**src/rtl/branch_rs.sv**
```systemverilog
// Reservation station for conditional branches: holds issued branches until both
// operands arrive (via issue, bypass or CDB snoop) and dispatches one ready entry per cycle.
module branch_rs #(
    parameter int unsigned RS_SIZE = 8,
    parameter int unsigned ROB_BIT = 4
) (
    input  logic               clk_in,
    input  logic               rst_in,
    input  logic               rdy_in,
    input  logic               clear_in,
    input  logic               issue_valid,
    input  logic [2:0]         issue_op,
    input  logic [11:0]        issue_imm,
    input  logic [31:0]        issue_pc,
    input  logic [ROB_BIT-1:0] issue_rob_entry,
    input  logic               issue_qi_valid,
    input  logic               issue_qj_valid,
    input  logic [ROB_BIT-1:0] issue_qi,
    input  logic [ROB_BIT-1:0] issue_qj,
    input  logic [31:0]        issue_vi,
    input  logic [31:0]        issue_vj,
    input  logic               cdb_alu_valid,
    input  logic [ROB_BIT-1:0] cdb_alu_rob,
    input  logic [31:0]        cdb_alu_val,
    input  logic               cdb_lsb_valid,
    input  logic [ROB_BIT-1:0] cdb_lsb_rob,
    input  logic [31:0]        cdb_lsb_val,
    output logic               full,
    output logic               alu_valid,
    output logic [31:0]        alu_vi,
    output logic [31:0]        alu_vj,
    output logic [11:0]        alu_imm,
    output logic [2:0]         alu_op,
    output logic [31:0]        alu_pc,
    output logic [ROB_BIT-1:0] alu_rob_entry
);

    localparam int unsigned IdxW = (RS_SIZE > 1) ? $clog2(RS_SIZE) : 1;

    logic [RS_SIZE-1:0] busy_q, busy_d;
    logic [RS_SIZE-1:0] qi_valid_q, qi_valid_d;
    logic [RS_SIZE-1:0] qj_valid_q, qj_valid_d;
    logic [2:0]         op_q  [RS_SIZE];
    logic [2:0]         op_d  [RS_SIZE];
    logic [11:0]        imm_q [RS_SIZE];
    logic [11:0]        imm_d [RS_SIZE];
    logic [31:0]        pc_q  [RS_SIZE];
    logic [31:0]        pc_d  [RS_SIZE];
    logic [ROB_BIT-1:0] rob_q [RS_SIZE];
    logic [ROB_BIT-1:0] rob_d [RS_SIZE];
    logic [31:0]        vi_q  [RS_SIZE];
    logic [31:0]        vi_d  [RS_SIZE];
    logic [31:0]        vj_q  [RS_SIZE];
    logic [31:0]        vj_d  [RS_SIZE];
    logic [ROB_BIT-1:0] qi_q  [RS_SIZE];
    logic [ROB_BIT-1:0] qi_d  [RS_SIZE];
    logic [ROB_BIT-1:0] qj_q  [RS_SIZE];
    logic [ROB_BIT-1:0] qj_d  [RS_SIZE];

    logic               alu_valid_q, alu_valid_d;
    logic [31:0]        alu_vi_q, alu_vi_d;
    logic [31:0]        alu_vj_q, alu_vj_d;
    logic [11:0]        alu_imm_q, alu_imm_d;
    logic [2:0]         alu_op_q, alu_op_d;
    logic [31:0]        alu_pc_q, alu_pc_d;
    logic [ROB_BIT-1:0] alu_rob_q, alu_rob_d;

    logic [RS_SIZE-1:0] ready;
    logic [IdxW-1:0]    free_idx, sel_idx;
    logic               sel_found;
    logic               new_qi_pend, new_qj_pend;
    logic [31:0]        new_vi, new_vj;

    assign full = &busy_q;

    // Descending scan so the lowest index wins for both free slot and dispatch pick.
    always_comb begin
        ready     = busy_q & ~qi_valid_q & ~qj_valid_q;
        free_idx  = '0;
        sel_idx   = '0;
        sel_found = 1'b0;
        for (int i = RS_SIZE - 1; i >= 0; i--) begin
            if (!busy_q[i]) free_idx = IdxW'(i);
            if (ready[i]) begin
                sel_idx   = IdxW'(i);
                sel_found = 1'b1;
            end
        end
    end

    // Same-cycle CDB bypass for the incoming branch; ALU bus takes precedence.
    always_comb begin
        new_qi_pend = issue_qi_valid;
        new_vi      = issue_vi;
        if (issue_qi_valid && cdb_alu_valid && cdb_alu_rob == issue_qi) begin
            new_qi_pend = 1'b0;
            new_vi      = cdb_alu_val;
        end else if (issue_qi_valid && cdb_lsb_valid && cdb_lsb_rob == issue_qi) begin
            new_qi_pend = 1'b0;
            new_vi      = cdb_lsb_val;
        end
        new_qj_pend = issue_qj_valid;
        new_vj      = issue_vj;
        if (issue_qj_valid && cdb_alu_valid && cdb_alu_rob == issue_qj) begin
            new_qj_pend = 1'b0;
            new_vj      = cdb_alu_val;
        end else if (issue_qj_valid && cdb_lsb_valid && cdb_lsb_rob == issue_qj) begin
            new_qj_pend = 1'b0;
            new_vj      = cdb_lsb_val;
        end
    end

    always_comb begin
        busy_d     = busy_q;
        qi_valid_d = qi_valid_q;
        qj_valid_d = qj_valid_q;
        op_d       = op_q;
        imm_d      = imm_q;
        pc_d       = pc_q;
        rob_d      = rob_q;
        vi_d       = vi_q;
        vj_d       = vj_q;
        qi_d       = qi_q;
        qj_d       = qj_q;
        alu_valid_d = 1'b0;
        alu_vi_d    = alu_vi_q;
        alu_vj_d    = alu_vj_q;
        alu_imm_d   = alu_imm_q;
        alu_op_d    = alu_op_q;
        alu_pc_d    = alu_pc_q;
        alu_rob_d   = alu_rob_q;

        if (clear_in) begin
            busy_d = '0;
        end else begin
            for (int i = 0; i < RS_SIZE; i++) begin
                if (busy_q[i] && qi_valid_q[i]) begin
                    if (cdb_alu_valid && cdb_alu_rob == qi_q[i]) begin
                        vi_d[i]       = cdb_alu_val;
                        qi_valid_d[i] = 1'b0;
                    end else if (cdb_lsb_valid && cdb_lsb_rob == qi_q[i]) begin
                        vi_d[i]       = cdb_lsb_val;
                        qi_valid_d[i] = 1'b0;
                    end
                end
                if (busy_q[i] && qj_valid_q[i]) begin
                    if (cdb_alu_valid && cdb_alu_rob == qj_q[i]) begin
                        vj_d[i]       = cdb_alu_val;
                        qj_valid_d[i] = 1'b0;
                    end else if (cdb_lsb_valid && cdb_lsb_rob == qj_q[i]) begin
                        vj_d[i]       = cdb_lsb_val;
                        qj_valid_d[i] = 1'b0;
                    end
                end
            end

            if (sel_found) begin
                alu_valid_d     = 1'b1;
                alu_vi_d        = vi_q[sel_idx];
                alu_vj_d        = vj_q[sel_idx];
                alu_imm_d       = imm_q[sel_idx];
                alu_op_d        = op_q[sel_idx];
                alu_pc_d        = pc_q[sel_idx];
                alu_rob_d       = rob_q[sel_idx];
                busy_d[sel_idx] = 1'b0;
            end

            // free_idx comes from pre-edge busy, so a slot freed this edge is never reused here.
            if (issue_valid && !full) begin
                busy_d[free_idx]     = 1'b1;
                op_d[free_idx]       = issue_op;
                imm_d[free_idx]      = issue_imm;
                pc_d[free_idx]       = issue_pc;
                rob_d[free_idx]      = issue_rob_entry;
                qi_valid_d[free_idx] = new_qi_pend;
                qj_valid_d[free_idx] = new_qj_pend;
                qi_d[free_idx]       = issue_qi;
                qj_d[free_idx]       = issue_qj;
                vi_d[free_idx]       = new_vi;
                vj_d[free_idx]       = new_vj;
            end
        end
    end

    always_ff @(posedge clk_in) begin
        if (!rst_in) begin
            busy_q      <= '0;
            alu_valid_q <= 1'b0;
            alu_vi_q    <= '0;
            alu_vj_q    <= '0;
            alu_imm_q   <= '0;
            alu_op_q    <= '0;
            alu_pc_q    <= '0;
            alu_rob_q   <= '0;
        end else if (rdy_in) begin
            busy_q      <= busy_d;
            alu_valid_q <= alu_valid_d;
            alu_vi_q    <= alu_vi_d;
            alu_vj_q    <= alu_vj_d;
            alu_imm_q   <= alu_imm_d;
            alu_op_q    <= alu_op_d;
            alu_pc_q    <= alu_pc_d;
            alu_rob_q   <= alu_rob_d;
        end
    end

    // Payload is only meaningful while busy, so it needs no reset.
    always_ff @(posedge clk_in) begin
        if (rdy_in) begin
            qi_valid_q <= qi_valid_d;
            qj_valid_q <= qj_valid_d;
            op_q       <= op_d;
            imm_q      <= imm_d;
            pc_q       <= pc_d;
            rob_q      <= rob_d;
            vi_q       <= vi_d;
            vj_q       <= vj_d;
            qi_q       <= qi_d;
            qj_q       <= qj_d;
        end
    end

    assign alu_valid     = alu_valid_q;
    assign alu_vi        = alu_vi_q;
    assign alu_vj        = alu_vj_q;
    assign alu_imm       = alu_imm_q;
    assign alu_op        = alu_op_q;
    assign alu_pc        = alu_pc_q;
    assign alu_rob_entry = alu_rob_q;

endmodule

```
**config.mk**
```make
export PLATFORM = sky130hd
export DESIGN_NAME = branch_rs
export DESIGN_NICKNAME = d
export VERILOG_FILES = /design/src/rtl/branch_rs.sv
export SDC_FILE = /design/constraint.sdc
export NUM_CORES = 2
export LEC_CHECK = 0
export CAP_MARGIN = 20
export CORE_MARGIN = 3
export CORE_UTILIZATION = 41
export DETAILED_ROUTE_END_ITERATION = 10
export DONT_BUFFER_PORTS = 1
export SLEW_MARGIN = 20
export SYNTH_ARGS = -nofsm -noshare
export SYNTH_HDL_FRONTEND = slang
export SYNTH_SLANG_ARGS = --single-unit
```
**constraint.sdc**
```tcl
create_clock -name clk_in -period 17.9 [get_ports clk_in]
set_input_delay 3.58 -clock clk_in [delete_from_list [all_inputs] [get_ports clk_in]]
set_output_delay 3.58 -clock clk_in [all_outputs]
set_load 0.01 [all_outputs]
```
Yosys cells after proc, flatten, opt, wreduce, memory -nomap -nowiden
Cells that the tools add are included.

Register bits after elaboration: 1124. Output and inout port bits: 117. Logic and storage cells: 402.

Order comparisons: 7. Equality and inequality tests: 36. Muxes and demuxes: 210. Bitwise logic cells: 10. Reduce and logical (&&, ||, !) cells: 65.

Operators with widths (number): $mux 32 (75); $bwmux 256 (3); $mux 256 (2); $bmux 32 s3 (3); $eq 4x4->1 (36); $bwmux 32 (3); $bwmux 96 (1); $demux 32 s3 (1); $mux 1 (80); $logic_and 1x1->1 (60); $mux 3 (19); $mux 8 (6); $bmux 12 s3 (1); $demux 12 s3 (1); $mux 12 (3); $and 8x8->8 (3); $bwmux 24 (1); $not 8->8 (3); $bwmux 8 (2); $bmux 4 s3 (1); $demux 4 s3 (1); $mux 4 (3); $bmux 3 s3 (1); $demux 3 s3 (1); 12 further kinds (18).

Depth between registers and ports, before layout
Depth in word-level cells: 22. Mapped depth: 10. Depth with buffers taken out: 6.

Least setup slack after synthesis
No wires, ideal clock.

Path kind: input to register. From: in clear_in. To: reg alu_imm_q[2], in the netlist alu_imm[2]. Library setup time: 132 ps. Arrival: 11474 ps. Required time: 17768 ps. Path slack: 6294 ps. Cell stages on the path: 9. Buffers on the path: 4. Cells stage by stage: clkbuf_1 nand2b_1 clkbuf_1 inv_2 o31ai_2 buf_4 clkbuf_1 a221oi_1 a31oi_1.

Longest elaborated chain between the ends: 2.

RTL lines: start: declaration (RTL line 10) `input logic clear_in,`; $not 1->1 (no source line); $reduce_and 3->1 (no source line); end signal: assignment (RTL line 200) `alu_imm_q <= alu_imm_d;`; end: declaration (RTL line 63) `logic [11:0] alu_imm_q, alu_imm_d;`.

No other way between the ends. A chain may end at the register's enable or synchronous reset.

Final worst setup path
From: in clear_in. To: reg alu_vi_q[18], in the netlist alu_vi[18].

Longest elaborated chain between the ends: 2.

RTL lines: $not 1->1 (no source line); $reduce_and 3->1 (no source line); end signal: assignment (RTL line 198) `alu_vi_q <= alu_vi_d;`; end: declaration (RTL line 61) `logic [31:0] alu_vi_q, alu_vi_d;`.

No other way between the ends.

==> metrics.md <==
| Metric | Value |
|---|---|
| Status | finished, final reports clean |
| Seq/Total Area, Yosys | a little over half |
| Post-route cell area | around 68000 µm² |
| Worst vdd ir | 0.0948 mV |
| PortBufs | 0 |
| Pre-Repair DR Iteration Count | 6 |
| Core Area | 150000 µm² |
| Die Ht | 396 µm |
| Share of power burned in registers | between 50% and 60% |
| DR iter-0 viols | 6494 |
| Clock sinks | 1124 |
| RSZ-0062 raised after global routing | false |
| Share of Yosys cell area claimed by the top area cell type | approximately 48% |
| Filler cells | 13800 |
| Overflow after GRT | 0 |
| First-pass GRT wire length | about 350 mm |
| Clock Skews | around 0.075 ns |
| # nets final | 5155 |
| Crit path time final | 6.55 ns |
| Resized cells post-CTS | 0 |
| Area leader, netlist | edfxtp_1 |
| Critical Path Fanout Max | 52 |
| EDFF count, synth | 1000 |
| Top post-synthesis cells by area | edfxtp_1 (48%), mux2i_1 (9.4%), mux2_2 (8.0%) |
| Ys async rst share | 0% |
| Cts bufs inserted | roughly 120 |
| Area Growth Syn to Fin | 9.04% |
| Vias in the first global route | 46800 |
| Residual DRC count | 0 |
| Synthesized area per cell | 11.9 µm² |
| Final GP Congestion | about 0.84 |
| DR vias/cell | approximately 6.8 |
| FMAX | 0.153 GHz |
| Rel. slew slack | between 10% and 20% |
| I/O pin total | around 320 |
| Die area | 156000 µm² |
| Clock Latency Late Sink | 0.79 ns |
| Rows | 142 |
| Max-slew violations | 0 |
| Placed Instances | 6846 |
| Die width | between 300 and 400 µm |
| Period utilization | 36.6% |
| Most common cell after layout, fill and taps aside | edfxtp_1 |
| Setup violators final | 0 |
| Most frequent cells in the layout | edfxtp_1 (1000), mux2i_1 (585), mux2_2 (442) |
| Warning count from the yosys run | 0 |
| # Max-Cap Violations | 0 |
| Final Hold Viols | 0 |
| Synthesized area | 62200 µm² |
| Final wirelength | 246 mm |
| Comb pwr share | 5.7% |
| Final Non-Filler Cells | 7081 |
| H-Tree Depth | 3 |
| Worst-path clk slew | 0.07 ns |
| Critical path class | in2reg |
| Setup TNS | 0 ns |
| Element type at the critical path start | input pin |
| Switch share | between 20% and 30% |
| Max clock buf depth | 3 |
| CP required | between 15 and 20 ns |
| Largest net degree at the start of global routing | 125 |
| Internal | ~4.4 mW |
| Distinct cells, synth | between 70 and 80 |
| Area post-placement | 63900 µm² |
| Leakage Power | 23.5 nW |
| Root buf cell | clkbuf_16 |
| Post-DP HPWL | 134 mm |
| Share of layout cells above drive strength 1 | 18.0% |
| Total GRT Usage | a little under a third |
| Worst Hold Class | reg2reg |
| PwrDens | approximately 85 nW/µm² |
| Crit. End Element | flop |
| Synth Register Bits | 1124 |
| CTS tree | done |
| Slew at the pin closest to its max-slew limit | 1.23 ns |
| Post-route ant nets | 0 |
| Antenna violations before repair | 21 |
| Most common flop cell mapped by yosys | edfxtp_1 |
| Setup Buffers After CTS | 0 |
| Cells after Synth | approximately 5200 |
| Net Switching | 1.35 mW |
| Hold buffer count at cts | 0 |
| Initial Util | 41.4% |
| Crit path arrival time | 7.20 ns |
| Syn nets | 5440 |
| Clock Power Share | about 43% |
| Avg WL per Cell | 34.8 µm |
| Via count | around 48000 |
-- worst max-delay path, stage by stage --
cell      delay [ns]
nand2b_1        0.61
nor2_4          0.91
buf_4           0.77
buf_4           0.81
o21ai_0         0.19
a31oi_1         0.19
-- final timing paths --
kind,startpoint,end,slack (ns),cells past startpoint
max,clear_in,alu_vi[18],11.35,6
min,pc_q[59],alu_pc[27],0.53,2
max reg2reg,busy_q[5],alu_vi[18],13.01,8
min reg2reg,pc_q[59],alu_pc[27],0.53,2
-- power by group through the flow --
stage,registers [mW],logic [mW],clock network [mW]
after CTS,2.95,0.321,2.51
after global placement,3.00,0.314,0
final,2.95,0.330,2.50
after global routing,2.96,0.350,2.61
after floorplan,3.01,0.257,0
after detailed placement,3.01,0.320,0
-- cell type report --
cell class                 instances  area, µm²  share of cell area [%]
clock inverter                    58        632                   0.932
timing repair buffer             124        971                    1.43
tap                             2016       2520                    3.72
inverter                          54        210                   0.310
multi-input combinational       3530      27700                    40.8
sequential                      1124      32500                    47.9
clock buffer                     164       3260                    4.80
antenna                           11       27.5                  0.0406
-- Yosys cell counts, drive strengths merged (58+ instances only) --
| library cell | n |
|---|---|
| a31oi | 140 |
| a221oi | 115 |
| dfxtp | 124 |
| a21oi | 223 |
| buf | 209 |
| a22o | 146 |
| xor2 | 85 |
| nand2 | 350 |
| nor3 | 90 |
| o22ai | 98 |
| mux2 | 514 |
| nand3 | 121 |
| edfxtp | 1000 |
| a221o | 108 |
| or3 | 58 |
| clkbuf | 319 |
| a22oi | 87 |
| mux2i | 614 |
| o21ai | 350 |
-- state kept, by name, summed over array words and instances (netlist names), 8 cells and up --
name and cells:
op_q 24, alu_vj 32, busy_q 8, alu_pc 32, qj_q 32, alu_imm 12
qi_valid_q 8, vj_q 256, imm_q 96, rob_q 32, qi_q 32, vi_q 256
alu_vi 32, qj_valid_q 8, pc_q 256
-- routing by layer --
metal	up-vias	wire (µm)	global-route usage [%]	share of wire, %
li1	19900	-	-	-
met1	24100	93600	39.3	38
met2	3262	108000	46.4	44
met3	705	32900	10.4	13
met4	12	11400	12.3	4.6
met5	-	92	0	0.037
-- cells by family (layout without fill, tap and decap cells) --
| family | after synthesis | count (layout) | share of synthesized area (%) |
|---|---|---|---|
| AO/OA/AOI/OAI | 1415 | 1415 | 15.5 |
| multiplexers | 1128 | 1128 | 19.4 |
| flip-flops | 1124 | 1124 | 52.3 |
| AND/OR/NAND/NOR | 849 | 849 | 6.85 |
| buffers and inverters | 582 | 400 | 4.04 |
| XOR/XNOR | 138 | 138 | 1.94 |
| other | 0 | 11 | 0 |
-- metrics by stage --
step / util [%] / setup WS, ns / power, mW / hold WS [ns]
3_3_place_gp: 42.5 / 10.80 / 3.32 / 0.509
6_report: 45.1 / 11.35 / 5.78 / 0.530
2_1_floorplan: - / 6.29 / 3.26 / 0.500
3_5_place_dp: 42.5 / 10.73 / 3.33 / 0.529
5_1_grt: 45.1 / 11.35 / 5.92 / 0.552
4_1_cts: 45.1 / 11.49 / 5.79 / 0.531
(Power assumes the default switching activity.)
